===== config.mk =====
export PLATFORM = sky130hd
export DESIGN_NAME = pwm_multi
export DESIGN_NICKNAME = d
export VERILOG_FILES = /design/src/rtl/pwm_multi.sv
export SDC_FILE = /design/constraint.sdc
export NUM_CORES = 1
export LEC_CHECK = 0
export BUFFER_PORTS_ARGS = -buffer_cell sky130_fd_sc_hd__clkbuf_2
export CAP_MARGIN = 20
export CORE_ASPECT_RATIO = 1.25
export CORE_MARGIN = 5
export CORE_UTILIZATION = 45
export DETAILED_ROUTE_END_ITERATION = 6
export PLACE_DENSITY = 0.63
export SLEW_MARGIN = 20
export SYNTH_ARGS = -nofsm -noshare
export SYNTH_HDL_FRONTEND = slang
export SYNTH_SLANG_ARGS = --single-unit
export TNS_END_PERCENT = 20

===== constraint.sdc =====
create_clock -name clk -period 5.48 [get_ports clk]
set_clock_uncertainty 0.2 [all_clocks]
set_input_delay 0.548 -clock clk [delete_from_list [all_inputs] [get_ports clk]]
set_output_delay 0.548 -clock clk [all_outputs]
set_load 0.1 [all_outputs]

===== src/rtl/pwm_multi.sv =====
`default_nettype none
// =============================================================================
// pwm_multi : multi-channel PWM, glitch-free duty update at period boundaries.
// Optional fade engine enabled by defining PWM_FADE_EN.      Revision: 1.0
// =============================================================================
module pwm_multi #(
  parameter int CLK_FREQ = 25_000_000,
  parameter int PWM_FREQ = 5,
  parameter int CHANNELS = 8,
  parameter int RES      = 8
) (
  input  logic                                          clk,
  input  logic                                          rst,
  input  logic                                          wr_en,
  input  logic [((CHANNELS > 1) ? $clog2(CHANNELS) : 1)-1:0] wr_ch,
  input  logic [RES:0]                                  wr_duty,
  input  logic [CHANNELS-1:0]                           fade_en,
  output logic [CHANNELS-1:0]                           pwm,
  output logic                                          period_start
);

  localparam int STEPS   = 2 ** RES;
  localparam int DIV_RAW = CLK_FREQ / (PWM_FREQ * STEPS);
  localparam int DIV     = (DIV_RAW < 1) ? 1 : DIV_RAW;
  localparam int DIV_W   = (DIV > 1) ? $clog2(DIV) : 1;
  localparam logic [DIV_W-1:0] DIV_LAST = DIV_W'(DIV - 1);
  localparam logic [RES:0]     FULL     = (RES + 1)'(STEPS);

  logic [DIV_W-1:0]    div_cnt;
  logic [RES-1:0]      step;
  logic [RES:0]        pending [CHANNELS];
  logic [RES:0]        active  [CHANNELS];
  logic [CHANNELS-1:0] wr_hit;
  logic [RES:0]        duty_sat;
  logic                tick;
  logic                boundary;

  assign tick     = (div_cnt == DIV_LAST);
  assign boundary = tick && (step == {RES{1'b1}});
  assign duty_sat = wr_duty[RES] ? FULL : wr_duty;

  // Out-of-range channel indices match no channel and are thus dropped.
  always_comb begin
    wr_hit = '0;
    for (int i = 0; i < CHANNELS; i++) begin
      wr_hit[i] = wr_en && (32'(wr_ch) == i);
    end
  end

`ifdef PWM_FADE_EN
  logic [CHANNELS-1:0] dir;
  logic [CHANNELS-1:0] dir_nxt;
  logic [RES:0]        fade_nxt [CHANNELS];

  // Triangle ramp: direction flips on the step that reaches either end.
  always_comb begin
    for (int i = 0; i < CHANNELS; i++) begin
      fade_nxt[i] = active[i];
      dir_nxt[i]  = dir[i];
      if (!dir[i]) begin
        if (active[i] >= FULL) begin
          fade_nxt[i] = FULL - 1'b1;
          dir_nxt[i]  = 1'b1;
        end else begin
          fade_nxt[i] = active[i] + 1'b1;
          dir_nxt[i]  = (active[i] == FULL - 1'b1);
        end
      end else begin
        if (active[i] == '0) begin
          fade_nxt[i] = (RES + 1)'(1);
          dir_nxt[i]  = 1'b0;
        end else begin
          fade_nxt[i] = active[i] - 1'b1;
          dir_nxt[i]  = (active[i] != (RES + 1)'(1));
        end
      end
    end
  end

  always_ff @(posedge clk) begin
    if (rst) begin
      dir <= '0;
    end else begin
      for (int i = 0; i < CHANNELS; i++) begin
        if (boundary && fade_en[i]) dir[i] <= dir_nxt[i];
      end
    end
  end
`else
  logic unused_fade;
  assign unused_fade = ^fade_en;
`endif

  always_ff @(posedge clk) begin
    if (rst) begin
      div_cnt      <= '0;
      step         <= '0;
      period_start <= 1'b0;
      pwm          <= '0;
      for (int i = 0; i < CHANNELS; i++) begin
        pending[i] <= '0;
        active[i]  <= '0;
      end
    end else begin
      div_cnt      <= tick ? '0 : div_cnt + 1'b1;
      period_start <= boundary;
      if (tick) step <= step + 1'b1;
      for (int i = 0; i < CHANNELS; i++) begin
        pwm[i] <= ({1'b0, step} < active[i]);
        if (wr_hit[i]) pending[i] <= duty_sat;
        // A write landing on the boundary cycle bypasses straight to active.
        if (boundary) begin
`ifdef PWM_FADE_EN
          if (fade_en[i]) active[i] <= fade_nxt[i];
          else
`endif
          active[i] <= wr_hit[i] ? duty_sat : pending[i];
        end
      end
    end
  end

endmodule
`default_nettype wire

==> run summary <==
The run gives 5 as the detailed-router iteration count before antenna repair. The post-CTS resize count was 0. Summed over all layers, the global routing overflow is 0. The clock latency on the worst-skew pair came out at 0.44 ns. The overall routing resource usage was 0.172. The logs give 5,377 for the via count of the first global-routing pass and 755 µW for the net load switching power.

The met3 track demand over resource was 0.0296; the vertical extent of the die was 164 µm. The final period utilization is 0.506. Library cell occupying the most area in the post-synthesis netlist: sky130_fd_sc_hd__edfxtp_1. The run gives 0.066 as the combinational share of power.

At the end of routability-driven placement, the weighted congestion stood at 0.797. The clock buffer count from CTS is 17, and the switching share of power is 0.257. On the worst path, the slowest cell contributes a delay of 0.68 ns.

After global routing, the most crowded layer is met2. For this design the static power due to leakage is 0.00396 µW. The Yosys step of the flow raised 0 warnings. Leaving out fill and tap cells, the most frequent cells in the layout are sky130_fd_sc_hd__nand2_1 (188), sky130_fd_sc_hd__edfxtp_1 (144), sky130_fd_sc_hd__a21oi_1 (102). The number of DRC markers in iteration 0 is 612.

Traced cell by cell, the critical path runs through ha_1, and2_1, and3_1, nand3_1, nand2_2, buf_4. The clock-pin slew on the worst setup and hold paths was 0.07 ns. The run gives 0.525 as the portion of total power attributed to sequential cells. TritonCTS built the clock tree. The top-area cell type share of the netlist area came out at 0.504. The kind of critical path was reg -> reg.

The final hold violation count is 0. Setup repair after global routing left no endpoint under its margin. The sum of buffers and inverters on the critical path was 1; the die area was 22,000 µm². The number of vias after detailed routing was 5,730; the peak ir drop on the vdd network was 0.000215 V. The initial core utilization was 0.457; the internal power was 2180 µW.

Buffers placed on the I/O ports in this run total 23. The synthesized area per cell came out at 10.3 µm². The horizontal die dimension was 134 µm. The tools report the number of max-cap violations as 0. The fraction of final layout cells sized beyond drive strength 1 works out to 0.0870.

The tools report the buffer type at the clock tree root as sky130_fd_sc_hd__clkbuf_16. Final hold analysis gives a worst-case slack of 0.268 ns. Among cell families on the critical path, the largest total delay comes from buffers and inverters. The finished cells cover 9470 µm².

For the pin count of the biggest net entering global routing, the log shows 73. The tools report the maximum root-to-sink buffer count as 2. Data on the critical path arrives at its endpoint at 2.64 ns. The synthesized flop and latch total was 176. Leaving out fill and tap cells, the most frequent cell in the layout is sky130_fd_sc_hd__nand2_1.

The tools report the met1 demand-to-capacity share in global routing as 0.237. The total power density per cell area works out to 310 nW/µm². The net count of the finished layout is 931, and the post-detailed-route count of antenna-violating nets is 0. The H-tree was split into 4 levels. The logs give 0.360 GHz for the achievable clock frequency and 0 for the count of pins over their slew limit. The endpoint class of the critical path is a flip-flop. The finished layout holds 1,094 standard cells, fillers aside.

After routing, the total negative slack on setup checks comes to 0 ns. The path class of the lowest-slack min-delay path was reg -> reg. The repair_antennas step left the layout with diodes totalling 0.

In this run the count of I/O pins placed on the die edge is 32. The tools report the number of antenna violations at the first check in global routing as 0. Row generation in the floorplan step produced 56 rows. Fill cells in the final layout number 1,737. The final number of setup-violating endpoints was 0.

After detailed routing, the number of remaining DRC violations is 0. From synthesis to final layout, the design area changed by 10.3%. The logs give 8870 µm² for the placed instance area and 18,100 µm for the final routed wirelength across all metal layers. The tools report the core area as 18,800 µm². Synthesis produced a netlist with a net count of 919.

The first global-routing pass estimated 28,900 µm of wire. The commonest register cell after synthesis is sky130_fd_sc_hd__edfxtp_1. In this run the worst path has a maximum fanout of 72. Counting flops with a built-in enable in the synthesized netlist gives 144. Remaining max-slew budget at the tightest pin: 0.355.

The standard cell with the maximum stage delay on the critical path is sky130_fd_sc_hd__buf_4. Using the TritonRoute via totals, the vias-per-cell ratio works out to 5.24. The number of placed instances, taps included was 1,062. The run gives 0.504 as the end-of-flow core utilization. STA classifies the critical path startpoint as a flip-flop. The run gives 5.34 ns as the worst path required time. For the pin with the worst max-slew slack, the measured transition is 0.966 ns. The run gives 176 as the number of sinks handled by clock tree synthesis.

In this run the post-CTS setup repair buffer count came out at 0. The clock period minus final worst setup slack was 2.78 ns. The wire length per cell after detailed routing was 16.5 µm.

The run finished with clean final reports. Summing every instance area after synthesis gives 8580 µm². Synthesis handed over a netlist of 837 instances. Detailed placement ended at an HPWL of 12,400 µm. The proportion of synthesized chip area in sequential cells came out at 0.578. In the post-synthesis netlist, the biggest area contributors are sky130_fd_sc_hd__edfxtp_1 (50%), sky130_fd_sc_hd__ha_1 (8.6%), sky130_fd_sc_hd__nand2_1 (8.3%). The tools report the met2 layer usage reported by global route as 0.271. The portion of total power attributed to the clock network is 0.409, and the number of different library cells in the post-synthesis netlist is 45. The post-synthesis async set-or-reset flop share came out at 0. Hold repair after CTS inserted 0 buffers.
-- worst register-to-register path, delay by kind of cell, from the launching register on --
kind	cells	cell delay [ns]
flops	1	0.64
fa+ha+maj	1	0.25
buf+inv	1	0.68
simple gates	4	0.61
-- state kept, by name, summed over array words and instances, names as in the netlist --
register,cells
pending,72
period_start,1
div_cnt,15
step,8
pwm,8
active,72
-- per-stage QoR --
| stage | power [µW] | worst slack [ns] |
|---|---|---|
| 2_1_floorplan | 1700 | 2.06 |
| 3_3_place_gp | 1760 | 2.59 |
| 3_5_place_dp | 1770 | 2.60 |
| 4_1_cts | 2950 | 2.66 |
| 5_1_grt | 3030 | 2.46 |
| 6_report | 2940 | 2.70 |
-- layout make-up --
| type | instances | area [µm²] | share of cell area |
|---|---|---|---|
| clock buffers | 18 | 429 | 0.0453 |
| clock inverters | 14 | 168 | 0.0177 |
| inverters | 70 | 263 | 0.0277 |
| multi-input cells | 554 | 3190 | 0.337 |
| flip-flops and latches | 176 | 4960 | 0.524 |
| well taps | 232 | 290 | 0.0307 |
| repair buffers | 30 | 168 | 0.0177 |
-- routing by layer --
metal | up-vias | routed length [µm]
met3 | 35 | 972
met1 | 2640 | 8380
li1 | 2899 | -
met2 | 156 | 8300
met5 | - | 0
met4 | 0 | 439
-- power groups by stage --
stage | Combinational [µW] | Clock [µW] | Sequential, µW
2_1_floorplan | 112 | 0 | 1590
3_3_place_gp | 192 | 0 | 1570
3_5_place_dp | 194 | 0 | 1570
4_1_cts | 195 | 1220 | 1540
5_1_grt | 216 | 1270 | 1550
6_report | 194 | 1200 | 1540
-- synth_stat cells (all sizes together) (12+ instances only) --
cell / n
a21oi: 102
buf: 14
clkbuf: 22
dfxtp: 32
edfxtp: 144
ha: 59
inv: 70
nand2: 189
nor2: 77
o21ai: 12
xor2: 12
-- kinds of logic (layout without fill, tap and decap cells) --
kind of cell | Yosys count | in the layout | share of synthesized area
multiplexers | 1 | 1 | 0.00117
XOR/XNOR | 13 | 13 | 0.0133
AO/OA/AOI/OAI | 142 | 142 | 0.0901
AND/OR/NAND/NOR | 339 | 339 | 0.180
flip-flops | 176 | 176 | 0.578
adder cells (fa/ha/maj) | 59 | 59 | 0.0860
buffers and inverters | 107 | 132 | 0.0513
-- final timing paths --
| check | to | cells past startpoint | slack [ns] | startpoint |
|---|---|---|---|---|
| hold reg to reg | div_cnt[0] | 1 | 0.27 | div_cnt[0] |
| setup / recovery | active[0][17] | 6 | 2.70 | step[1] |
| hold / removal | div_cnt[0] | 1 | 0.27 | div_cnt[0] |
| setup reg to reg | active[0][17] | 6 | 2.70 | step[1] |
Power figures use the tool's default switching activity.
